File: src/rtl/alu_pkg.sv
// Shared ALU datapath definitions: the serial subtractor state type and the
// default operand width used by the bit-serial engines.
package alu_pkg;

  // Serial subtractor control states.
  typedef enum logic [1:0] {
    IDLE = 2'd0,
    RUN  = 2'd1,
    DONE = 2'd2
  } sub_state_t;

  // Default operand/result width for the ALU datapath blocks.
  localparam int ALU_WIDTH = 8;

  // Counter width for a bit-serial engine of the given width; never below
  // one bit so the counter stays a legal vector at the smallest width.
  function automatic int serial_cnt_width(input int width);
    return (width > 1) ? $clog2(width) : 1;
  endfunction

endpackage

File: src/rtl/serial_subtractor_one_bit.sv
// Combinational full-subtractor cell: Dout = A - B - Bin (one bit),
// Bout is the borrow propagated to the next more significant bit.
module one_bit_subtractor (
  input  logic A,
  input  logic B,
  input  logic Bin,
  output logic Dout,
  output logic Bout
);

  // Difference bit and borrow-out of a single bit position.
  always_comb begin
    Dout = A ^ B ^ Bin;
    Bout = (~A & B) | (~A & Bin) | (B & Bin);
  end

endmodule

File: src/rtl/serial_subtractor.sv
// Bit-serial A - B - Bin engine with a start/busy/done handshake.
// One difference bit is produced per clock, LSB first, through a single
// full-subtractor cell. Result registers (D, Bout, V) update only when an
// operation completes and hold until the next completion.
//
// Optional build macro: SERIAL_SUBTRACTOR_ZERO_FLAG_EN adds output Z, set
// when the completed difference is zero.
//
// state | meaning
// ------+-------------------------------------------------------------
// IDLE  | waiting for start; result registers hold the last result
// RUN   | one bit per cycle through the subtractor cell, LSB first
// DONE  | result registers just loaded; done pulses, start accepted
module serial_subtractor
  import alu_pkg::*;
#(
  parameter int WIDTH = ALU_WIDTH
) (
  input  logic             clk,
  input  logic             rst_n,
  input  logic             start,
  input  logic [WIDTH-1:0] A,
  input  logic [WIDTH-1:0] B,
  input  logic             Bin,
  output logic             busy,
  output logic             done,
  output logic [WIDTH-1:0] D,
  output logic             Bout,
  output logic             V
`ifdef SERIAL_SUBTRACTOR_ZERO_FLAG_EN
  ,
  output logic             Z
`endif
);

  localparam int CW = serial_cnt_width(WIDTH);
  localparam logic [CW-1:0] CNT_LAST = CW'(WIDTH - 1);

  sub_state_t state, state_nxt;

  logic [WIDTH-1:0] a_sh;
  logic [WIDTH-1:0] b_sh;
  logic [WIDTH-1:0] r_sh;
  logic [WIDTH-1:0] r_nxt;
  logic             borrow;
  logic [CW-1:0]    cnt;
  logic             a_msb;
  logic             b_msb;
  logic             cell_d;
  logic             cell_b;
  logic             accept;
  logic             last;

  // Single subtractor cell fed by the operand LSBs and the running borrow.
  one_bit_subtractor u_cell (
    .A    (a_sh[0]),
    .B    (b_sh[0]),
    .Bin  (borrow),
    .Dout (cell_d),
    .Bout (cell_b)
  );

  // Result as it will look once this cycle's difference bit enters from the MSB side.
  assign r_nxt = {cell_d, r_sh[WIDTH-1:1]};

  // State register.
  always_ff @(posedge clk) begin
    if (!rst_n) begin
      state <= IDLE;
    end else begin
      state <= state_nxt;
    end
  end

  // Next-state decode and handshake outputs; start is only honoured when ready.
  always_comb begin
    state_nxt = state;
    busy      = 1'b0;
    done      = 1'b0;
    accept    = 1'b0;
    last      = 1'b0;
    case (state)
      IDLE: begin
        if (start) begin
          accept    = 1'b1;
          state_nxt = RUN;
        end
      end
      RUN: begin
        busy = 1'b1;
        if (cnt == CNT_LAST) begin
          last      = 1'b1;
          state_nxt = DONE;
        end
      end
      DONE: begin
        done = 1'b1;
        if (start) begin
          accept    = 1'b1;
          state_nxt = RUN;
        end else begin
          state_nxt = IDLE;
        end
      end
      default: begin
        state_nxt = IDLE;
      end
    endcase
  end

  // Operand capture, serial shifting and bit counter. The counter stops at
  // its terminal value rather than wrapping, since completion is decoded there.
  always_ff @(posedge clk) begin
    if (!rst_n) begin
      a_sh   <= '0;
      b_sh   <= '0;
      r_sh   <= '0;
      borrow <= 1'b0;
      cnt    <= '0;
      a_msb  <= 1'b0;
      b_msb  <= 1'b0;
    end else if (accept) begin
      a_sh   <= A;
      b_sh   <= B;
      r_sh   <= '0;
      borrow <= Bin;
      cnt    <= '0;
      a_msb  <= A[WIDTH-1];
      b_msb  <= B[WIDTH-1];
    end else if (state == RUN) begin
      a_sh   <= a_sh >> 1;
      b_sh   <= b_sh >> 1;
      r_sh   <= r_nxt;
      borrow <= cell_b;
      if (!last) begin
        cnt <= cnt + 1'b1;
      end
    end
  end

  // Result registers load only on the final RUN cycle (entry to DONE).
  // Overflow uses the operand sign bits captured at acceptance, since the
  // live inputs may already carry the next operation.
  always_ff @(posedge clk) begin
    if (!rst_n) begin
      D    <= '0;
      Bout <= 1'b0;
      V    <= 1'b0;
    end else if (last) begin
      D    <= r_nxt;
      Bout <= cell_b;
      V    <= (a_msb ^ b_msb) & (a_msb ^ cell_d);
    end
  end

`ifdef SERIAL_SUBTRACTOR_ZERO_FLAG_EN
  // Zero flag tracks the completed difference and updates with D.
  always_ff @(posedge clk) begin
    if (!rst_n) begin
      Z <= 1'b0;
    end else if (last) begin
      Z <= (r_nxt == '0);
    end
  end
`endif

endmodule

File: config.mk
export PLATFORM = sky130hd
export DESIGN_NAME = serial_subtractor
export DESIGN_NICKNAME = d
export VERILOG_FILES = /design/src/rtl/alu_pkg.sv /design/src/rtl/serial_subtractor_one_bit.sv /design/src/rtl/serial_subtractor.sv
export SDC_FILE = /design/constraint.sdc
export NUM_CORES = 1
export LEC_CHECK = 0
export ABC_AREA = 1
export BUFFER_PORTS_ARGS = -buffer_cell sky130_fd_sc_hd__clkbuf_2
export CAP_MARGIN = 20
export CORE_UTILIZATION = 55
export CTS_CLUSTER_SIZE = 20
export DETAILED_ROUTE_END_ITERATION = 6
export GPL_TIMING_DRIVEN = 1
export PLACE_DENSITY = 0.77
export SLEW_MARGIN = 20
export SYNTH_ARGS = -nofsm -noshare
export SYNTH_HDL_FRONTEND = slang
export SYNTH_SLANG_ARGS = --single-unit
File: constraint.sdc
create_clock -name clk -period 2.1 [get_ports clk]
set_clock_uncertainty 0.1 [all_clocks]
set_input_delay 0.105 -clock clk [delete_from_list [all_inputs] [get_ports clk]]
set_output_delay 0.105 -clock clk [all_outputs]
set_load 0.005 [all_outputs]
==> impl_summary.txt, run 1 <==
----------------------------------------------------
[Place]
  Final estimated routing congestion in global placement ... between 0.7 and 0.8
  Place WS ... roughly 0.53 ns
  Standard cell area after detailed placement ... ~2000 um^2
  Number of instances in the placed design ... ~320
  DPL Wire Length ... 2497 um
  Port-buffer cells ... 31

[Synth]
  Cells taking the most area after synthesis ... sky130_fd_sc_hd__dfxtp_1, sky130_fd_sc_hd__nand2_1, sky130_fd_sc_hd__nand3_1
  Post-Synthesis Cell Area ... approximately 1800 um^2
  Yosys cell types ... 18
  Cell count after synthesis ... 255
  Synth warn ... 0
  Synth area leader ... sky130_fd_sc_hd__dfxtp_1
  Synthesized netlist net count ... 278
  FF+latch count, synth ... 41
  Sequential share of the synthesized area ... a little under half
  Fraction of synthesized cell area taken by the top area cell type ... 45.40%
  Mean area per synthesized cell ... a little over 7 um^2

[CTS]
  Register clock-pin slew on the reported worst setup and hold paths ... around 0.12 ns
  CTS Buf Count ... 5
  Buffer count from post-CTS setup fixing ... 0
  Depth of the CTS H-tree ... 2
  Number of hold-repair buffers added at the cts stage ... 10
  Root buf cell ... sky130_fd_sc_hd__clkbuf_4
  Total clock sinks ... 41
  Max clock buf depth ... 2
  Clock Latency Late Sink ... approximately 0.35 ns
  TritonCTS clock tree ... done
  # resized after CTS ... 0

[Die]
  I/O pin count ... 32
  Initial core utilization ... about 60%
  Die Span Y ... between 50 and 60 um
  Die Width ... around 59 um
  Core Region ... between 3000 and 4000 um^2
  Number of standard-cell rows in the floorplan ... 20
  Die area ... approximately 3500 um^2

[GRT]
  Overflow after GRT ... 0
  Wire length of the first global-routing pass ... between 6000 and 7000 um
  Number of antenna violations at the first check in global routing ... 0
  Maximum number of pins on one net before global-route repair ... 20
  Vias in the first global route ... around 1500
  GR Util All Layers ... 25.65%

[Timing]
  Max Freq ... 0.5301 GHz
  Number of failing hold endpoints at the final stage ... 0
  Final worst slack ... around 0.21 ns
  Unrepaired setup endpoints after global routing ... false
  Worst hold margin ... around 0.025 ns
  Portion of the clock cycle consumed by the worst path in the final layout ... between 80% and 90%
  Final Max Slew Viols ... 0
  Worst slew margin relative to its limit ... between 70% and 80%
  Post-layout min period ... ~1.9 ns
  Setup violation total in the final timing report ... 0
  Final TNS setup ... 0 ns
  Transition at the pin with the smallest max-transition slack ... a little under 0.4 ns

[Route]
  Vias after detailed routing ... around 1700
  Drt total wl ... ~3800 um
  Remaining DRCs ... 0
  Via-per-instance ratio ... roughly 4.9
  Number of detailed-routing iterations run before antenna repair ... 4
  Wire length per cell after detailed routing ... 11.22 um
  Number of antenna-violating nets in the routed design ... 0
  Initial detailed-routing violation count ... 100

[Finish]
  Post-layout net count ... 317
  Area of all placed cells without fillers ... between 2000 and 2500 um^2
  Post-layout util ... 69.02%
  Cell Count, Final, Fillers Out ... roughly 340
  Fraction of layout instances using a drive strength above 1 ... between 10% and 20%
  Antenna diodes ... 0
  Area overhead of the layout relative to synthesis ... 17.51%

[Power and ir drop]
  Power after layout ... 1.426 mW
  Pwr per Cell Area ... between 600 and 700 nW/um^2
  Maximum vdd ir drop ... slightly below 0.0005 V
  Leakage power ... ~1.0 nW

[Critical path]
  Critical Setup Path Class ... reg -> out
  Capturing element type of the critical path ... output port
  Startpoint kind of the worst setup timing path ... flip-flop
  Peak fanout along the critical path ... 12
  CP arrival ... 1.68 ns
  Data required time of the worst path ... between 1.5 and 2 ns

[Hold path]
  Tightest Hold Check Type ... in -> reg

[Status]
  Result of the run ... finished, final reports clean

[Job]
  Number of maximum-capacitance constraint violations ... 0

----------------------------------------------------
-- per-layer routing --
layer	part of all wire (%)	wire (um)	up-vias	track usage [%]
met5	0	0	-	0
met4	2.6	100	0	14.29
met3	2.5	95	10	5.240
met2	47	1785	23	41.73
met1	48	1820	739	31.51
li1	-	-	880	-
-- where the power goes --
part | internal [mW] | switching [mW] | total, mW | leakage (nW)
sequential | 0.812 | 0.0197 | 0.832 | 0.334
clock | 0.128 | 0.261 | 0.389 | 0.0320
combinational | 0.0848 | 0.120 | 0.205 | 0.638
-- final cells by class --
| class | instances | area, um^2 |
|---|---|---|
| repair buffers | 45 | 285.3 |
| clock buffers | 6 | 41.29 |
| multi-input cells | 164 | 773.2 |
| well taps | 44 | 55.05 |
| clock inverters | 2 | 10.01 |
| inverters | 37 | 138.9 |
| flip-flops and latches | 41 | 820.8 |
| fillers | 270 | 953.4 |
-- placed cells by master (no fill, tap or decap), drive strengths merged --
cell type	Yosys	layout
nand2	66	66
dfxtp	41	41
nand3	39	39
clkbuf	1	37
inv	35	35
a21oi	28	28
nor2	16	16
dlygate4sd3	0	10
nand3b	7	7
o21ai	5	5
buf	12	4
clkinv	2	4
ha	2	2
fa	1	1
-- cell usage after synthesis, drive strengths merged --
master / number
nand2: 66
dfxtp: 41
nand3: 39
inv: 35
a21oi: 28
nor2: 16
buf: 12
nand3b: 7
o21ai: 5
clkinv: 2
ha: 2
clkbuf: 1
fa: 1
-- worst max-delay path: stages (launching register included) --
cell and delay [ns]:
sky130_fd_sc_hd__dfxtp_1 0.33, sky130_fd_sc_hd__inv_1 0.16, sky130_fd_sc_hd__nand2_1 0.35, sky130_fd_sc_hd__clkinv_1 0.31
sky130_fd_sc_hd__clkbuf_2 0.18
-- worst paths after layout --
check        cells after the start  slack (ns)      end  startpoint
max reg2reg                      6        0.51     D[6]      cnt[0]
max                              4        0.21     busy    state[1]
min reg2reg                      2        0.37  a_sh[7]     a_sh[7]
min                              7        0.02  a_sh[4]        A[4]
-- kinds of logic (layout without fill, tap and decap cells) --
group	after synthesis	count (layout)	share of synthesized area, %
AO/OA/AOI/OAI	33	33	9.134
adder cells (fa/ha/maj)	3	3	2.491
buffers and inverters	50	90	11.83
flip-flops	41	41	45.40
AND/OR/NAND/NOR	128	128	31.14
-- flip-flops by register name (all words and copies together) (netlist names) --
signal  count
Bout        1
D           8
V           1
a_msb       1
a_sh        8
b_msb       1
b_sh        8
borrow      1
cnt         3
r_sh        7
state       2
No activity file was read; power rests on OpenSTA's default activity.
==> run 2: changes to the inputs <==
CORE_UTILIZATION = 58   (was 55)
PLACE_DENSITY = 0.8   (was 0.77)
==> impl_summary.txt, run 2 (synthesis gave the netlist of run 1 again) <==
----------------------------------------------------
[Timing]
  Final worst slack ... 0.2805 ns (+0.06711 ns)
  Unrepaired setup endpoints after global routing ... false
  Post-layout min period ... 1.819 ns (-0.06711 ns)
  Transition at the pin with the smallest max-transition slack ... 0.3871 ns (-0.005614 ns)
  Worst slew margin relative to its limit ... 74.13% (+0.38 points)
  Setup violation total in the final timing report ... 0 (unchanged)
  Final Max Slew Viols ... 0 (unchanged)
  Portion of the clock cycle consumed by the worst path in the final layout ... 86.64% (-3.2 points)
  Final TNS setup ... 0 ns (unchanged)
  Max Freq ... 0.5496 GHz (+3.7%)
  Number of failing hold endpoints at the final stage ... 0 (unchanged)

[GRT]
  Maximum number of pins on one net before global-route repair ... 24 (+20%)
  Overflow after GRT ... 0 (unchanged)
  Wire length of the first global-routing pass ... 6423 um (-4.0%)
  GR Util All Layers ... 25.08% (-0.56 points)
  Vias in the first global route ... 1551 (+0.19%)
  Number of antenna violations at the first check in global routing ... 0 (unchanged)

[Critical path]
  Data required time of the worst path ... 1.89 ns (about the same)
  Startpoint kind of the worst setup timing path ... flip-flop
  CP arrival ... 1.61 ns (-0.07 ns)
  Worst reg-to-reg setup slack ... 0.52 ns (about the same)
  Critical path, cell by cell ... inv_1 -> nand2_1 -> clkinv_1 -> clkbuf_2
  Critical-path top delay cell ... sky130_fd_sc_hd__dfxtp_1
  Capturing element type of the critical path ... output port
  Worst reg2reg path endpoint ... D[7]
  Critical Setup Path Class ... reg -> out
  R2r startpoint ... cnt[0]
  Peak fanout along the critical path ... 12 (unchanged)
  Logic depth of the worst register-to-register path ... 6 (unchanged)
  Biggest cell delay along the critical path ... 0.33 ns (-0.02 ns)

[Status]
  Result of the run ... complete, but fails checks
  Violations in the final reports ... design-rule violations

[CTS]
  CTS Buf Count ... 5 (unchanged)
  TritonCTS clock tree ... done
  Buffer count from post-CTS setup fixing ... 0 (unchanged)
  Clock Latency Late Sink ... 0.34 ns (about the same)
  Max clock buf depth ... 2 (unchanged)
  Root buf cell ... sky130_fd_sc_hd__clkbuf_4
  Total clock sinks ... 41 (unchanged)
  Depth of the CTS H-tree ... 2 (unchanged)
  Register clock-pin slew on the reported worst setup and hold paths ... 0.11 ns (about the same)
  # resized after CTS ... 0 (unchanged)

[Die]
  Core Region ... 2853 um^2 (-7.3%)
  Die Width ... 57.83 um (-2.5%)
  Die Span Y ... 57.83 um (-2.5%)
  Number of standard-cell rows in the floorplan ... 19 (-5.0%)
  Initial core utilization ... 63.38% (+4.6 points)
  Die area ... 3344 um^2 (-5.0%)
  I/O pin count ... 32 (unchanged)

[Job]
  Number of maximum-capacitance constraint violations ... 0 (unchanged)

[Finish]
  Fraction of layout instances using a drive strength above 1 ... 15.02% (-0.24 points)
  Area overhead of the layout relative to synthesis ... 17.51% (unchanged)
  Post-layout net count ... 315 (-0.63%)
  Filler cell count in the final layout ... 222 (-18%)
  Commonest non-fill, non-tap cell in the layout ... sky130_fd_sc_hd__nand2_1
  Registers with the most flip-flops ... D x8, a_sh x8, b_sh x8
  Post-layout util ... 74.47% (+5.4 points)
  Area of all placed cells without fillers ... 2125 um^2 (unchanged)
  Antenna diodes ... 0 (unchanged)
  Leading cell types in the layout, fill and taps excluded ... sky130_fd_sc_hd__nand2_1, sky130_fd_sc_hd__dfxtp_1, sky130_fd_sc_hd__nand3_1

[Hold path]
  Tightest Hold Check Type ... in -> reg
  Worst hold path cell count ... 5 (-2)
  WHS Endpoint ... b_sh[0]
  Beginning of the worst hold path ... B[0]

[Power and ir drop]
  Pwr per Cell Area ... 733.0 nW/um^2 (+9.2%)
  Leakage power ... 1.010 nW (+0.48%)
  Maximum vdd ir drop ... 0.0004993 V (+3.8%)

[Route]
  Number of antenna-violating nets in the routed design ... 0 (unchanged)
  Wire length per cell after detailed routing ... 11.14 um (-0.65%)
  Via-per-instance ratio ... 5.179 (+6.3%)
  Number of detailed-routing iterations run before antenna repair ... 7 (+3)
  Vias after detailed routing ... 1678 (+1.6%)
  Remaining DRCs ... 1 (+1)
  Drt total wl ... 3610 um (-5.0%)
  Initial detailed-routing violation count ... 77 (-23%)

[Place]
  Final estimated routing congestion in global placement ... 0.7776 (+0.73%)
  DPL Wire Length ... 2442 um (-2.2%)
  Standard cell area after detailed placement ... 1949 um^2 (-1.2%)
  Place WS ... 0.5139 ns (-0.01348 ns)
  Port-buffer cells ... 31 (unchanged)

----------------------------------------------------
## run 2: cell count changes in the layout (fill, tap and decap cells not counted), sizes merged
cell         delta
dlygate4sd3     -1
clkinv          -2
buf             -1
clkbuf          +1
bufinv          +1
## run 2: where the power goes
group	switching (mW)	internal, mW
logic	0.121	0.0814
registers	0.0190	0.812
clock network	0.240	0.284
total	0.380	1.18
## run 2: worst max-delay path by stage
stage | startpoint | endpoint | slack, ns | cells past startpoint
after global placement | cnt[0] | state[1] | 0.56 | 6
after global routing | state[1] | busy | 0.12 | 4
after floorplan | cnt[0] | D[7] | 0.74 | 6
after CTS | state[1] | busy | 0.29 | 4
after detailed placement | cnt[0] | D[7] | 0.51 | 6
final | state[1] | busy | 0.28 | 4
## run 2: layout make-up
cell class                      count  area [um^2]  area share, %
Clock inverter                      1        30.03          1.413
Timing Repair Buffer               43        267.8          12.60
Inverter                           37        138.9          6.537
Sequential cell                    41        820.8          38.63
Clock buffer                        7        55.05          2.591
Tap cell                           31        38.79          1.826
Multi-Input combinational cell    164        773.2          36.40
## run 2: stage by stage
step | hold WS [ns] | cells | total power, mW
floorplan | 0.1657 | 255 | 0.9898
global placement | 0.2849 | 307 | 1.030
detailed placement | 0.2926 | 307 | 1.035
CTS | 0.02267 | 324 | 1.564
global route | 0.04128 | 324 | 1.647
finish | 0.01316 | 324 | 1.557
## run 2: timing repair
item | in CTS | in global routing
hold buffers | 9 | 0
hold endpoints to repair | 11 | 0
endpoints found under the setup margin | 0 | 0
## run 2: worst max-delay path, delay by kind of cell, from the launching register on
family | cells | cell delay [ns]
buf+inv | 3 | 0.63
flops | 1 | 0.33
simple gates | 1 | 0.31
## run 2: per-layer routing
metal	global-route usage [%]	up-vias	share of wire (%)
met2	43.51	33	47
met3	7.813	6	5.1
met4	7.823	0	1.1
met1	29.54	765	46
met5	0	-	0
li1	-	874	-
